`src/rtl/pong_game_state.sv`:
```
// Pong game-state engine: samples keys once per frame, moves paddles and ball,
// detects misses, keeps score and sequences serve / play / scored / game-over.
module pong_game_state #(
    parameter int SCREEN_W     = 800,
    parameter int SCREEN_H     = 600,
    parameter int PADDLE_H     = 80,
    parameter int PADDLE_W     = 8,
    parameter int P1_X         = 16,
    parameter int BALL_SIZE    = 8,
    parameter int PADDLE_SPEED = 4,
    parameter int BALL_SPEED   = 2,
    parameter int SERVE_FRAMES = 60,
    parameter int WIN_SCORE    = 9
) (
    input  logic        clock,
    input  logic        reset_n,
    input  logic        frame_tick,
    input  logic        restart,
    input  logic [3:0]  KEY,
    output logic [10:0] XDotPosition,
    output logic [10:0] YDotPosition,
    output logic [10:0] P1y,
    output logic [10:0] P2y,
    output logic [3:0]  score_p1,
    output logic [3:0]  score_p2,
    output logic        game_over,
    output logic [1:0]  dbg_state_o
);
    typedef enum logic [1:0] {
        ST_SERVE     = 2'd0,
        ST_PLAY      = 2'd1,
        ST_SCORED    = 2'd2,
        ST_GAME_OVER = 2'd3
    } state_t;

    localparam int CNT_W = $clog2(SERVE_FRAMES);
    localparam logic signed [11:0] X_CENTRE  = 12'((SCREEN_W - BALL_SIZE) / 2);
    localparam logic signed [11:0] Y_CENTRE  = 12'((SCREEN_H - BALL_SIZE) / 2);
    localparam logic signed [11:0] PAD_INIT  = 12'((SCREEN_H - PADDLE_H) / 2);
    localparam logic signed [11:0] PAD_MAX   = 12'(SCREEN_H - PADDLE_H);
    localparam logic signed [11:0] Y_MAX     = 12'(SCREEN_H - BALL_SIZE);
    localparam logic signed [11:0] X_MAX     = 12'(SCREEN_W - BALL_SIZE);
    localparam logic signed [11:0] P1_FACE   = 12'(P1_X + PADDLE_W);
    localparam logic signed [11:0] P2_FACE   = 12'(SCREEN_W - P1_X - PADDLE_W - BALL_SIZE);
    localparam logic signed [11:0] PAD_LEN   = 12'(PADDLE_H);
    localparam logic signed [11:0] BALL_SZ   = 12'(BALL_SIZE);
    localparam logic signed [11:0] PAD_STEP  = 12'(PADDLE_SPEED);
    localparam logic signed [11:0] BALL_STEP = 12'(BALL_SPEED);
    localparam logic [CNT_W-1:0]   CNT_LAST  = CNT_W'(SERVE_FRAMES - 1);
    localparam logic [3:0]         WIN       = 4'(WIN_SCORE);

    state_t             state_q, state_d;
    logic [10:0]        x_q, x_d, y_q, y_d, p1_q, p1_d, p2_q, p2_d;
    logic [3:0]         s1_q, s1_d, s2_q, s2_d;
    logic [CNT_W-1:0]   cnt_q, cnt_d;
    logic               dx_q, dx_d, dy_q, dy_d;   // 1 = right / down
    logic               p1_point_q, p1_point_d;   // who is credited in SCORED

    logic signed [11:0] xc, yc, p1c, p2c, nx, ny;
    logic               hit_p1, hit_p2;

    // up/down are active-low; both or neither pressed leaves the paddle alone
    function automatic logic [10:0] paddle_next(input logic [10:0] y, input logic up_n,
                                                input logic dn_n);
        logic signed [11:0] t;
        t = $signed({1'b0, y});
        if (!up_n && dn_n) t = t - PAD_STEP;
        else if (up_n && !dn_n) t = t + PAD_STEP;
        if (t < 12'sd0) t = 12'sd0;
        else if (t > PAD_MAX) t = PAD_MAX;
        return t[10:0];
    endfunction

    assign xc  = $signed({1'b0, x_q});
    assign yc  = $signed({1'b0, y_q});
    assign p1c = $signed({1'b0, p1_q});
    assign p2c = $signed({1'b0, p2_q});
    assign nx  = dx_q ? xc + BALL_STEP : xc - BALL_STEP;
    assign ny  = dy_q ? yc + BALL_STEP : yc - BALL_STEP;
    // overlap uses the ball row and paddle row from before this frame's update
    assign hit_p1 = (yc + BALL_SZ > p1c) && (yc < p1c + PAD_LEN);
    assign hit_p2 = (yc + BALL_SZ > p2c) && (yc < p2c + PAD_LEN);

    always_comb begin
        state_d    = state_q;
        x_d        = x_q;
        y_d        = y_q;
        p1_d       = p1_q;
        p2_d       = p2_q;
        s1_d       = s1_q;
        s2_d       = s2_q;
        cnt_d      = cnt_q;
        dx_d       = dx_q;
        dy_d       = dy_q;
        p1_point_d = p1_point_q;
        if (restart) begin
            state_d    = ST_SERVE;
            x_d        = X_CENTRE[10:0];
            y_d        = Y_CENTRE[10:0];
            p1_d       = PAD_INIT[10:0];
            p2_d       = PAD_INIT[10:0];
            s1_d       = 4'd0;
            s2_d       = 4'd0;
            cnt_d      = '0;
            dx_d       = 1'b1;
            dy_d       = 1'b1;
            p1_point_d = 1'b0;
        end else if (frame_tick) begin
            case (state_q)
                ST_SERVE: begin
                    p1_d = paddle_next(p1_q, KEY[0], KEY[1]);
                    p2_d = paddle_next(p2_q, KEY[2], KEY[3]);
                    if (cnt_q == CNT_LAST) begin
                        cnt_d   = '0;
                        state_d = ST_PLAY;
                    end else begin
                        cnt_d = cnt_q + CNT_W'(1);
                    end
                end
                ST_PLAY: begin
                    p1_d = paddle_next(p1_q, KEY[0], KEY[1]);
                    p2_d = paddle_next(p2_q, KEY[2], KEY[3]);
                    if (ny <= 12'sd0) begin
                        y_d  = 11'd0;
                        dy_d = 1'b1;
                    end else if (ny >= Y_MAX) begin
                        y_d  = Y_MAX[10:0];
                        dy_d = 1'b0;
                    end else begin
                        y_d = ny[10:0];
                    end
                    if (!dx_q) begin
                        if (nx <= P1_FACE && hit_p1) begin
                            x_d  = P1_FACE[10:0];
                            dx_d = 1'b1;
                        end else if (nx <= 12'sd0) begin
                            x_d        = 11'd0;
                            state_d    = ST_SCORED;
                            p1_point_d = 1'b0;
                        end else begin
                            x_d = nx[10:0];
                        end
                    end else begin
                        if (nx >= P2_FACE && hit_p2) begin
                            x_d  = P2_FACE[10:0];
                            dx_d = 1'b0;
                        end else if (nx >= X_MAX) begin
                            x_d        = X_MAX[10:0];
                            state_d    = ST_SCORED;
                            p1_point_d = 1'b1;
                        end else begin
                            x_d = nx[10:0];
                        end
                    end
                end
                ST_SCORED: begin
                    x_d  = X_CENTRE[10:0];
                    y_d  = Y_CENTRE[10:0];
                    dy_d = 1'b1;
                    // next serve heads toward the player who just conceded
                    if (p1_point_q) begin
                        s1_d = s1_q + 4'd1;
                        dx_d = 1'b1;
                    end else begin
                        s2_d = s2_q + 4'd1;
                        dx_d = 1'b0;
                    end
                    state_d = (((p1_point_q ? s1_q : s2_q) + 4'd1) == WIN) ? ST_GAME_OVER : ST_SERVE;
                end
                default: ;
            endcase
        end
    end

    always_ff @(posedge clock or negedge reset_n) begin
        if (!reset_n) begin
            state_q    <= ST_SERVE;
            x_q        <= X_CENTRE[10:0];
            y_q        <= Y_CENTRE[10:0];
            p1_q       <= PAD_INIT[10:0];
            p2_q       <= PAD_INIT[10:0];
            s1_q       <= 4'd0;
            s2_q       <= 4'd0;
            cnt_q      <= '0;
            dx_q       <= 1'b1;
            dy_q       <= 1'b1;
            p1_point_q <= 1'b0;
        end else begin
            state_q    <= state_d;
            x_q        <= x_d;
            y_q        <= y_d;
            p1_q       <= p1_d;
            p2_q       <= p2_d;
            s1_q       <= s1_d;
            s2_q       <= s2_d;
            cnt_q      <= cnt_d;
            dx_q       <= dx_d;
            dy_q       <= dy_d;
            p1_point_q <= p1_point_d;
        end
    end

    assign XDotPosition = x_q;
    assign YDotPosition = y_q;
    assign P1y          = p1_q;
    assign P2y          = p2_q;
    assign score_p1     = s1_q;
    assign score_p2     = s2_q;
    assign game_over    = (state_q == ST_GAME_OVER);
    assign dbg_state_o  = state_q;
endmodule

```
`config.mk`:
```
export PLATFORM = sky130hd
export DESIGN_NAME = pong_game_state
export DESIGN_NICKNAME = d
export VERILOG_FILES = /design/src/rtl/pong_game_state.sv
export SDC_FILE = /design/constraint.sdc
export NUM_CORES = 1
export LEC_CHECK = 0
export CORE_UTILIZATION = 45
export CTS_BUF_LIST = sky130_fd_sc_hd__clkbuf_8 sky130_fd_sc_hd__clkbuf_16
export CTS_CLUSTER_DIAMETER = 80
export DETAILED_ROUTE_END_ITERATION = 8
export GPL_ROUTABILITY_DRIVEN = 1
export PLACE_DENSITY = 0.68
export SLEW_MARGIN = 20
export SYNTH_ARGS = -nofsm -noshare
export SYNTH_HDL_FRONTEND = slang
export SYNTH_SLANG_ARGS = --single-unit
```
`constraint.sdc`:
```
create_clock -name clock -period 3.9 [get_ports clock]
set_input_delay 0.78 -clock clock [delete_from_list [all_inputs] [get_ports clock]]
set_output_delay 0.78 -clock clock [all_outputs]
set_load 0.02 [all_outputs]
```
**Yosys cells after proc, flatten, opt, wreduce, memory -nomap -nowiden**

Index checks and enable logic that the tools add are counted.

- Register bits after elaboration: 63
- Bits of input ports: 8
- Output and inout port bits: 55

- Add/subtract/negate cells: 15
- Order comparisons: 18
- Eq/ne operators: 15
- Mux-type cells: 88
- Reduce and logical (&&, ||, !) cells: 30

Operators by type and width:

| operator | count |
|---|---|
| 2-to-1 mux 11 bit | 23 |
| 2-to-1 mux 12 bit | 18 |
| case mux 11 bit (2 select lines) | 4 |
| > comparator 12 x 11 -> 1 bit, second input constant | 4 |
| < comparator 12 x 1 -> 1 bit, second input constant | 4 |
| greater-or-equal comparator 12 x 11 -> 1 bit, second input constant | 3 |
| 2-to-1 mux 4 bit | 9 |
| adder 11 x 2 -> 12 bit, second input constant | 2 |
| adder 11 x 3 -> 12 bit, second input constant | 2 |
| adder 11 x 7 -> 12 bit, second input constant | 2 |
| > comparator 12 bit | 2 |
| less-or-equal comparator 12 x 1 -> 1 bit, second input constant | 2 |
| < comparator 12 bit | 2 |
| 2-to-1 mux 6 bit | 4 |
| subtractor 11 x 2 -> 12 bit, second input constant | 2 |
| subtractor 11 x 3 -> 12 bit, second input constant | 2 |
| != test 4 bit, second input constant | 5 |
| 2-to-1 mux 1 bit | 18 |
| 2-to-1 mux 2 bit | 9 |
| adder 11 x 4 -> 12 bit, second input constant | 1 |
| adder 4 x 1 -> 4 bit, second input constant | 3 |
| less-or-equal comparator 12 x 6 -> 1 bit, second input constant | 1 |
| nonzero test 2 bit | 5 |
| != test 3 bit, second input constant | 3 |
| other kinds (18) | 36 |

**Depth between registers and ports, before layout**

Gate-level depths: netlist (run 1).

- Depth after elaboration: 13
- Mapped depth: 13
- Mapped depth without buffers: 13

**Worst setup path before layout (run 1)**

No wires, ideal clock.

- Path kind: reg2reg
- Start: register dx_q
- End: register state_q[0] (netlist: dbg_state_o[0])
- Library setup time: 0.120 ns
- Data arrival time: 3.705 ns
- Slack: 0.075 ns
- Stages on the path, launching flop included: 12
- Clock period less this slack: 3.825 ns
- Cells stage by stage: dfstp_2 -> clkbuf_1 -> clkinv_1 -> fa_1 -> a211oi_2 -> o21ai_1 -> a31oi_1 -> nand3_1 -> o22ai_1 -> nand4b_2 -> a311o_1 -> o211a_1

- Longest elaborated chain between the ends: 5

Ends and longest elaborated chain:

| element | line | RTL |
|---|---|---|
| start, declared | 56 | `logic dx_q, dx_d, dy_q, dy_d;` |
| start signal, assigned | 185 | `dx_q <= 1'b1;` |
| start signal, assigned | 197 | `dx_q <= dx_d;` |
| 2-to-1 mux 12 bit | 78 | `assign nx = dx_q ? xc + BALL_STEP : xc - BALL_STEP;` |
| greater-or-equal comparator 12 x 11 -> 1 bit or less-or-equal comparator 12 x 6 -> 1 bit (tied branches) | 144, 133 |  |
| logical AND 1 bit, on equally long branches | 144, 133 |  |
| != test 4 bit (no line) | -- |  |
| AND reduction 7 bit (no line) | -- |  |
| end signal, assigned | 189 | `state_q <= state_d;` |
| end, declared | 52 | `state_t state_q, state_d;` |

Parallel ways exist; a longest one is shown, timed or not. The select of a mux whose other input is x is not followed.
A chain may end at the register's enable or synchronous reset.

**Worst setup path after layout (run 1)**

- Start: register dx_q
- End: register x_q[4] (netlist: XDotPosition[4])

- Longest elaborated chain between the ends: 8

Ends and longest elaborated chain:

| element | line | RTL |
|---|---|---|
| 2-to-1 mux 12 bit | 78 |  |
| less-or-equal comparator 12 x 1 -> 1 bit, or another cell as far along | 136 | `end else if (nx <= 12'sd0) begin` |
| 2-to-1 mux 11 bit, or another cell as far along | 136 |  |
| 2-to-1 mux 11 bit, on equally long branches | 133, 144 |  |
| 2-to-1 mux 11 bit * | 132 | `if (!dx_q) begin` |
| case mux 11 bit (2 select lines) * | 109 | `case (state_q)` |
| 2-to-1 mux 11 bit * | 108 | `end else if (frame_tick) begin` |
| 2-to-1 mux 11 bit * | 96 | `if (restart) begin` |
| end signal, assigned | 178 | `x_q <= X_CENTRE[10:0];` |
| end, declared | 53 | `logic [10:0] x_q, x_d, y_q, y_d, p1_q, p1_d, p2_q, p2_d;` |

Every way passes the cells marked *; elsewhere a longest branch is shown, timed or not. The select of a mux whose other input is x is not followed.

==> metrics.txt, run 1 <==
status=complete, no violations; TritonCTS clock tree=yes; Num CTS Buffers=9; Max-Cap Viols=0; Total Routing Usage GR=0.235; peak-usage layer in the global routing report=met2; crit path DAT=3.90 ns; share of cells above drive strength 1=0.0980; sequential share of power=0.240; Psw=1.53 mW; delay-heaviest family, CP=compound AO/OA/AOI/OAI gates; leak pwr=3.08 nW; DP Wirelength=12.0 mm; Antenna Cells=0; GR Util met3=0.0302; clock root buffer=clkbuf_16; Synth top cells by count=ha_1, nand2_1, nor2_1; Die Ht=117 µm; post-route ant nets=0; Die X=117 µm; routing usage on met1=0.314; post-layout util=0.548; crit-path max cell delay=0.66 ns; CTS max path bufs=2; WS Path Type=register to register; Slew @ Worst Pin=0.690 ns; Seq/Total Area, Yosys=0.241; clk_lat worst skew=0.33 ns; core outline area=12800 µm²; post-synth top area share=0.184; maximum level of the CTS H-tree=3; clock sink count=57; Pre-antenna DRT Iters=5; P&R area growth vs syn=17.3%; Hold-fix buffers, CTS=0; type of origin of the critical path=register; Internal=1.99 mW; Max Clk Rate=269 MHz; WL/cell=17.0 µm; syn avg cell area=8.57 µm²; Initial Util=0.468; skew final=0.00680 ns; leading area contributor after synthesis=dfrtp_1; post-route setup slack=0.189 ns; Syn Inst Count=700; Placer Congestion=0.935; most common cell in the netlist=ha_1; number of synthesized register bits=57; vias=5642; met2 Usage GRT=0.388; Crit. End Element=register; Tot Pwr=3.53 mW; Hold Path Class=input pin to async pin; proportion of power drawn by combinational gates=0.529; NumNets Final=840; Detailed Route WL=15.9 mm; synth top area cells=dfrtp_1, ha_1, dfstp_2; GRT overflow=0; CP max FO=9; # DRC=0; Hold Vio Cnt, Final=0; Critical Path RT=4.09 ns; Cells after DPL=921; pre-CTS WS=0.114 ns; Net Sw Frac=0.435; Clock power frac=0.231; Die ar.=13800 µm²; boundary pin count=63; Vias/cell=6.02; # port buffers=56; Non-Filler Instances=937; vias in the first global route=5449; Cell Rows=41; Post-CTS Setup Bufs=0; DR iter-0 viols=342; VDD IR max=0.389 mV; Cell Pwr Density=501 nW/µm²; Synth warnings=0; EDFF count, synth=0; buffers and inverters on the worst path=1; Reg clk slew, reported paths=0.05 ns; Setup-failing EPs final=0; top_reg_cell synth=dfrtp_1; setup TNS=0 ns; initial antenna violation count=0; # fillers=1178; RSZ-0062 raised after global routing=no; Tmin final=3.71 ns; Cell variety after synth=94; Final Cycle Share=0.952; cell area after synthesis=6000 µm²; slowest CP cell=dfstp_2; Slew Viols, Final=0; first-pass GRT wire length=26.7 mm; slew margin rel.=0.540; fraction of registers with async set/reset=1.00; worst path cell trace=clkinvlp_4 > ha_1 > and3_1 > a221o_1 > a311o_1 > a32oi_4 > nand3_1 > a31o_2 > a22oi_1 > o21ai_0; largest net degree at the start of global routing=31
## layer usage
layer | share of wire | wire length (µm)
met4 | 0.019 | 299
met3 | 0.050 | 795
met1 | 0.46 | 7390
met2 | 0.47 | 7410
met5 | 0 | 0
## final timing paths
path | start | end | slack, ns | cells past startpoint
worst max-delay path | dx_q | XDotPosition[4] | 0.19 | 10
worst min-delay path | reset_n | P2y[10] | 0.49 | 1
worst max register to register | dx_q | XDotPosition[4] | 0.19 | 10
worst min register to register | cnt_q[1] | cnt_q[1] | 0.54 | 2
max in group asynchronous | reset_n | dx_q | 2.53 | 2
min in group clock | cnt_q[1] | cnt_q[1] | 0.54 | 2
## flip-flops by register name, summed over array words and instances (netlist names)
register and count:
P1y 9, P2y 9, XDotPosition 10, YDotPosition 10
cnt_q 6, dbg_state_o 2, dx_q 1, dy_q 1
p1_point_q 1, score_p1 4, score_p2 4
## power by group through the flow
stage | registers [mW] | clock network [mW] | logic, mW
after CTS | 0.843 | 0.826 | 1.84
after global placement | 0.847 | 0 | 1.79
after floorplan | 0.857 | 0 | 1.32
after global routing | 0.865 | 0.843 | 2.04
final | 0.846 | 0.816 | 1.86
after detailed placement | 0.850 | 0 | 1.83
## worst reg2reg max path: cells and delay by family (launching register included)
kind / cells / cell delay (ns)
adder cells (fa/ha/maj): 1 / 0.44
flip-flops: 1 / 0.66
buffers and inverters: 1 / 0.27
AO/OA/AOI/OAI: 6 / 1.70
AND/OR/NAND/NOR: 2 / 0.49
## final cells by class
| type | instances | area [µm²] | area share |
|---|---|---|---|
| well taps | 172 | 215 | 0.0306 |
| inverters | 33 | 128 | 0.0181 |
| clock buffers | 12 | 267 | 0.0379 |
| flip-flops and latches | 57 | 1440 | 0.205 |
| clock inverters | 4 | 42.5 | 0.00605 |
| multi-input cells | 587 | 4260 | 0.606 |
| repair buffers | 72 | 676 | 0.0961 |
## metrics by stage
step	hold slack [ns]	cell area, µm²
5_1_grt	0.544	7030
4_1_cts	0.506	7030
3_5_place_dp	0.530	6720
2_1_floorplan	0.476	6010
3_3_place_gp	0.494	6720
6_report	0.488	7030
## cell families after synthesis
logic type	Yosys count	share of synthesized area
multiplexers	5	0.00835
other	1	0.000625
adder cells (fa/ha/maj)	72	0.153
AND/OR/NAND/NOR	236	0.205
XOR/XNOR	47	0.0687
flip-flops	57	0.241
AO/OA/AOI/OAI	221	0.273
buffers and inverters	61	0.0515
## cells in the final DEF, fill, tap and decap left out, types with 6 or more instances in the layout
master,n
or3_1,8
o21a_1,8
ha_1,70
nand3_1,34
a31oi_1,8
nor4_1,8
dfstp_2,13
a211oi_1,13
dfrtp_1,44
a21oi_1,38
xor2_1,12
nand4_1,11
buf_4,16
nand2_1,56
and3_1,8
o21ai_0,34
clkbuf_16,9
clkdlybuf4s50_1,55
xnor2_1,35
a21o_1,15
o211ai_1,6
inv_1,34
conb_1,6
o31ai_1,11
nor2_1,46
a22oi_1,8
nor3_1,18
nand2b_1,11
nor2b_1,8
## timing repair
item	CTS	global route
hold endpoints to repair	0	0
resized for setup	0	1
endpoints found under the setup margin	0	1
(Power assumes the default switching activity.)
==> inputs of run 2 (changes only) <==
--- a/config.mk
+++ b/config.mk
@@ -5,12 +5,13 @@
 export SDC_FILE = /design/constraint.sdc
 export NUM_CORES = 1
 export LEC_CHECK = 0
+export CAP_MARGIN = 0
 export CORE_UTILIZATION = 45
 export CTS_BUF_LIST = sky130_fd_sc_hd__clkbuf_8 sky130_fd_sc_hd__clkbuf_16
 export CTS_CLUSTER_DIAMETER = 80
 export DETAILED_ROUTE_END_ITERATION = 8
+export DONT_BUFFER_PORTS = 1
 export GPL_ROUTABILITY_DRIVEN = 1
-export PLACE_DENSITY = 0.68
 export SLEW_MARGIN = 20
 export SYNTH_ARGS = -nofsm -noshare
 export SYNTH_HDL_FRONTEND = slang
==> constraint.sdc (replaced) <==
create_clock -name clock -period 3.9 [get_ports clock]
set_input_delay 0.78 -clock clock [delete_from_list [all_inputs] [get_ports clock]]
set_output_delay 0.78 -clock clock [all_outputs]
set_load 0.1 [all_outputs]
==> run 2 against run 1 <==
Compared with the run above: via count fell by 0.80%; worst setup slack improved by 0.041 ns; die area did not move; hold slack got worse by 0.36 ns; global-route usage rose by 1.4 points; register-to-register slack improved by 0.04 ns.
==> metrics.txt, run 2 (same netlist as run 1, synthesis figures left out) <==
status=complete, no violations (unchanged); most frequent cells in the layout=ha_1, nand2_1, buf_4 (was ha_1, nand2_1, clkdlybuf4s50_1); TritonCTS clock tree=yes (unchanged); crit-path max cell delay=0.54 ns (was 0.66 ns); Num CTS Buffers=9 (unchanged); initial antenna violation count=0 (unchanged); Antenna Cells=0 (unchanged); maximum level of the CTS H-tree=3 (unchanged); # DRC=0 (unchanged); Reg clk slew, reported paths=0.06 ns (was 0.05 ns); GRT overflow=0 (unchanged); slew margin rel.=0.325 (was 0.540); crit path DAT=3.91 ns (was 3.90 ns); Cell Rows=41 (unchanged); clock root buffer=clkbuf_16 (unchanged); leak pwr=3.02 nW (was 3.08 nW); CTS max path bufs=2 (unchanged); first-pass GRT wire length=27.5 mm (was 26.7 mm); CP max FO=11 (was 9); Tmin final=3.67 ns (was 3.71 ns); WS Path Type=register to register (unchanged); Setup-failing EPs final=0 (unchanged); Total Routing Usage GR=0.249 (was 0.235); Placer Congestion=0.915 (was 0.935); P&R area growth vs syn=12.1% (was 17.3%); VDD IR max=0.349 mV (was 0.389 mV); clock sink count=57 (unchanged); core outline area=12800 µm² (unchanged); # port buffers=0 (was 56); post-route ant nets=0 (unchanged); Max Clk Rate=272 MHz (was 269 MHz); commonest non-fill, non-tap cell in the layout=ha_1 (unchanged); Max-Cap Viols=0 (unchanged); buffers and inverters on the worst path=2 (was 1); Detailed Route WL=16.7 mm (was 15.9 mm); type of origin of the critical path=register (unchanged); NumNets Final=815 (was 840); delay-heaviest family, CP=compound AO/OA/AOI/OAI gates (unchanged); vias in the first global route=5354 (was 5449); Post-CTS Setup Bufs=0 (unchanged); Hold Path Class=input pin to async pin (unchanged); DR iter-0 viols=523 (was 342); Die Ht=117 µm (unchanged); Cell Pwr Density=583 nW/µm² (was 501 nW/µm²); boundary pin count=63 (unchanged); DP Wirelength=12.5 mm (was 12.0 mm); RSZ-0062 raised after global routing=no (unchanged); skew final=0.00485 ns (was 0.00680 ns); share of cells above drive strength 1=0.149 (was 0.0980); Pre-antenna DRT Iters=5 (unchanged); vias=5597 (was 5642); worst path cell trace=clkinv_1 > buf_4 > ha_1 > o21ai_0 > o21bai_1 > a2bb2oi_1 > nand2_1 > o22ai_1 > nand4b_2 > a311o_1 > o211a_1 (was clkinvlp_4 > ha_1 > and3_1 > a221o_1 > a311o_1 > a32oi_4 > nand3_1 > a31o_2 > a22oi_1 > o21ai_0); Die ar.=13800 µm² (unchanged); Hold Vio Cnt, Final=0 (unchanged); clk_lat worst skew=0.35 ns (was 0.33 ns); Critical Path RT=4.14 ns (was 4.09 ns); Slew @ Worst Pin=1.01 ns (was 0.690 ns); Vias/cell=6.14 (was 6.02); Slew Viols, Final=0 (unchanged); Die X=117 µm (unchanged); slowest CP cell=dfstp_2 (unchanged); WL/cell=18.3 µm (was 17.0 µm); Crit. End Element=register (unchanged); Final Cycle Share=0.941 (was 0.952); # fillers=1183 (was 1178); post-layout util=0.524 (was 0.548); largest net degree at the start of global routing=58 (was 31); setup TNS=0 ns (unchanged); Initial Util=0.468 (unchanged)
-- run 2: cell count changes in the layout (fill, tap and decap cells not counted), moves of 2 or more --
cell | previous run | this run
clkdlybuf4s50_1 | 55 | 0
buf_4 | 16 | 47
clkbuf_8 | 3 | 1
clkinv_4 | 0 | 2
inv_1 | 34 | 32
-- run 2: per-stage QoR --
step / cells / hold slack [ns] / cell area [µm²] / worst slack, ns / total power, mW
2_1_floorplan: 705 / 0.476 / 6010 / 0.0735 / 2.59
3_3_place_gp: 896 / 0.486 / 6400 / 0.353 / 3.01
3_5_place_dp: 896 / 0.486 / 6400 / 0.284 / 3.04
4_1_cts: 912 / 0.112 / 6700 / 0.228 / 3.89
5_1_grt: 912 / 0.113 / 6720 / 0.0138 / 4.15
6_report: 912 / 0.128 / 6720 / 0.230 / 3.92
-- run 2: path summary, 6_finish.rpt --
path                               start              end  slack [ns]  cells after the start
worst max-delay path                dx_q   dbg_state_o[0]        0.23                     11
worst min-delay path             reset_n           P2y[3]        0.13                      0
worst max register to register      dx_q   dbg_state_o[0]        0.23                     11
worst min register to register  cnt_q[1]         cnt_q[1]        0.52                      2
max in group asynchronous        reset_n  XDotPosition[8]        3.58                      0
min in group clock               restart           P1y[9]        0.51                      1
-- run 2: where the power goes --
| part | internal (mW) | switching (mW) | leakage [nW] |
|---|---|---|---|
| Sequential | 0.690 | 0.100 | 0.745 |
| Clock | 0.512 | 0.312 | 0.145 |
| Combinational | 0.721 | 1.58 | 2.13 |
| Total | 1.92 | 2.00 | 3.02 |
-- run 2: repair_timing --
item                       in CTS  in global routing
setup endpoints to repair       0                  5
hold buffers                    0                  0
resized for setup               0                  4
-- run 2: layer usage --
layer | global-route usage | routed length (µm) | up-vias
met3 | 0.0574 | 1040 | 25
li1 | - | - | 2719
met4 | 0.0893 | 291 | 0
met1 | 0.330 | 7780 | 2690
met2 | 0.393 | 7560 | 163
met5 | 0 | 0 | -
-- run 2: cell type report --
class	count	area, µm²	area share
Multi-Input combinational cell	587	4280	0.637
Sequential cell	57	1440	0.215
Timing Repair Buffer	47	353	0.0525
Clock buffer	10	239	0.0356
Tap cell	172	215	0.0320
Inverter	33	124	0.0184
Clock inverter	6	67.6	0.0101
==> inputs of run 3 (changes only) <==
--- a/config.mk
+++ b/config.mk
@@ -12,6 +12,7 @@
 export DETAILED_ROUTE_END_ITERATION = 8
 export DONT_BUFFER_PORTS = 1
 export GPL_ROUTABILITY_DRIVEN = 1
+export PLACE_DENSITY = 0.7
 export SLEW_MARGIN = 20
 export SYNTH_ARGS = -nofsm -noshare
 export SYNTH_HDL_FRONTEND = slang
==> run 3 against run 2 <==
Compared with the run above: sequential share of layout area is essentially flat; first-iteration DRC count decreased by 23%; die area is the same; flip-flop and latch count stayed put; combinational power barely moved; clock power increased by 3.2%; utilization rose by 0.078 points; critical endpoint is now YDotPosition[7]; largest power group unchanged.
==> metrics.txt, run 3 (same netlist as run 1, synthesis figures left out) <==
Num CTS Buffers=9 (unchanged); buffers and inverters on the worst path=1 (was 2); Hold Vio Cnt, Final=0 (unchanged); Critical Path RT=4.11 ns (was 4.14 ns); Hold Path Class=input pin to async pin (unchanged); clock sink count=57 (unchanged); hold_ws=0.142 ns (was 0.128 ns); delay-heaviest family, CP=compound AO/OA/AOI/OAI gates (unchanged); DR iter-0 viols=401 (was 523); maximum level of the CTS H-tree=3 (unchanged); vias=5649 (was 5597); Vias/cell=6.21 (was 6.14); CTS resizes=0 (unchanged); Placer Congestion=0.938 (was 0.915); Non-Filler Instances=910 (was 912); P&R area growth vs syn=12.3% (was 12.1%); GRT overflow=0 (unchanged); largest net degree at the start of global routing=58 (unchanged); Slew Viols, Final=0 (unchanged); clock root buffer=clkbuf_16 (unchanged); crit-path max cell delay=0.57 ns (was 0.54 ns); Cell Rows=41 (unchanged); most frequent cells in the layout=ha_1, nand2_1, nor2_1, buf_4, dfrtp_1 (was ha_1, nand2_1, buf_4); Max Clk Rate=270 MHz (was 272 MHz); Slew @ Worst Pin=1.03 ns (was 1.01 ns); post-route setup slack=0.199 ns (was 0.230 ns); Hold-fix buffers, CTS=0 (unchanged); CTS max path bufs=2 (unchanged); CP max FO=12 (was 11); post-route ant nets=0 (unchanged); reg2reg end=YDotPosition[7] (was dbg_state_o[0]); # port buffers=0 (unchanged); Reg clk slew, reported paths=0.05 ns (was 0.06 ns); initial antenna violation count=0 (unchanged); Tmin final=3.70 ns (was 3.67 ns); Worst R2R Path Depth=10 (was 11); core outline area=12800 µm² (unchanged); Die Ht=117 µm (unchanged); first-pass GRT wire length=26.9 mm (was 27.5 mm); Final Cycle Share=0.949 (was 0.941); status=complete, no violations (unchanged); clk_lat worst skew=0.33 ns (was 0.35 ns); slowest CP cell=dfstp_2 (unchanged); VDD IR max=0.375 mV (was 0.349 mV); skew final=0.00740 ns (was 0.00485 ns); crit path DAT=3.91 ns (about the same); DP Wirelength=12.2 mm (was 12.5 mm); boundary pin count=63 (unchanged); Detailed Route WL=16.1 mm (was 16.7 mm); TritonCTS clock tree=yes (unchanged); WL/cell=17.7 µm (was 18.3 µm); commonest non-fill, non-tap cell in the layout=ha_1 (unchanged); slew margin rel.=0.308 (was 0.325); Antenna Cells=0 (unchanged); vias in the first global route=5456 (was 5354); worst setup path startpoint=dy_q (was dx_q); Max-Cap Viols=0 (unchanged); Cell Pwr Density=584 nW/µm² (was 583 nW/µm²); reg2reg start=dy_q (was dx_q); Pre-antenna DRT Iters=5 (unchanged); Setup-failing EPs final=0 (unchanged); share of cells above drive strength 1=0.146 (was 0.149); type of origin of the critical path=register (unchanged); WS Path Type=register to register (unchanged); NumNets Final=814 (was 815); Worst R2R Setup Slack=0.20 ns (was 0.23 ns); Initial Util=0.468 (unchanged); leak pwr=3.02 nW (about the same); Die X=117 µm (unchanged); Post-CTS Setup Bufs=0 (unchanged); Die ar.=13800 µm² (unchanged); Total Routing Usage GR=0.237 (was 0.249); # DRC=0 (unchanged); Cells after DPL=895 (was 896); Crit. End Element=register (unchanged); pre-CTS WS=0.138 ns (was 0.284 ns); worst path cell trace=inv_1 > fa_1 > a21o_1 > a21o_1 > a211oi_1 > o21bai_1 > a211o_1 > a211oi_1 > a211oi_2 > a32o_1 (was clkinv_1 > buf_4 > ha_1 > o21ai_0 > o21bai_1 > a2bb2oi_1 > nand2_1 > o22ai_1 > nand4b_2 > a311o_1 > o211a_1)
run 3: final cells by class:
cell class	instances	area [µm²]
multi-input cells	587	4280
flip-flops and latches	57	1440
clock inverters	5	80.1
fillers	1195	6090
inverters	33	128
repair buffers	46	345
well taps	172	215
clock buffers	10	239
run 3: how the worst max path moves through the flow:
stage,cells past startpoint,end,slack (ns)
6_report,10,YDotPosition[7],0.20
5_1_grt,10,YDotPosition[7],-0.05
4_1_cts,10,dbg_state_o[0],0.12
3_5_place_dp,10,dbg_state_o[0],0.14
3_3_place_gp,10,dbg_state_o[0],0.22
2_1_floorplan,11,dbg_state_o[0],0.07
run 3: worst register-to-register path, delay by kind of cell, from the launching register on:
| kind | cells | cell delay [ns] |
|---|---|---|
| flip-flops | 1 | 0.57 |
| buffers and inverters | 1 | 0.22 |
| adder cells (fa/ha/maj) | 1 | 0.49 |
| AO/OA/AOI/OAI | 8 | 2.29 |
run 3: report_power, final:
| group | leakage [nW] | internal, mW | switching (mW) |
|---|---|---|---|
| combinational | 2.13 | 0.717 | 1.56 |
| sequential | 0.745 | 0.691 | 0.109 |
| clock | 0.151 | 0.571 | 0.279 |
| total | 3.02 | 1.98 | 1.95 |
run 3: stage by stage:
step	power (mW)	TNS [ns]	instance area, µm²	util
after floorplan	2.59	0	6010	-
after global placement	2.99	0	6390	0.498
after detailed placement	3.03	0	6390	0.498
after CTS	3.89	0	6710	0.523
after global routing	4.14	-0.0727	6730	0.525
final	3.93	0	6730	0.525
run 3: per-layer routing:
layer | track usage | routed length (µm) | vias to the layer above
li1 | - | - | 2708
met1 | 0.300 | 7180 | 2727
met2 | 0.384 | 7520 | 181
met3 | 0.0564 | 1040 | 33
met4 | 0.0974 | 416 | 0
met5 | 0 | 0 | -
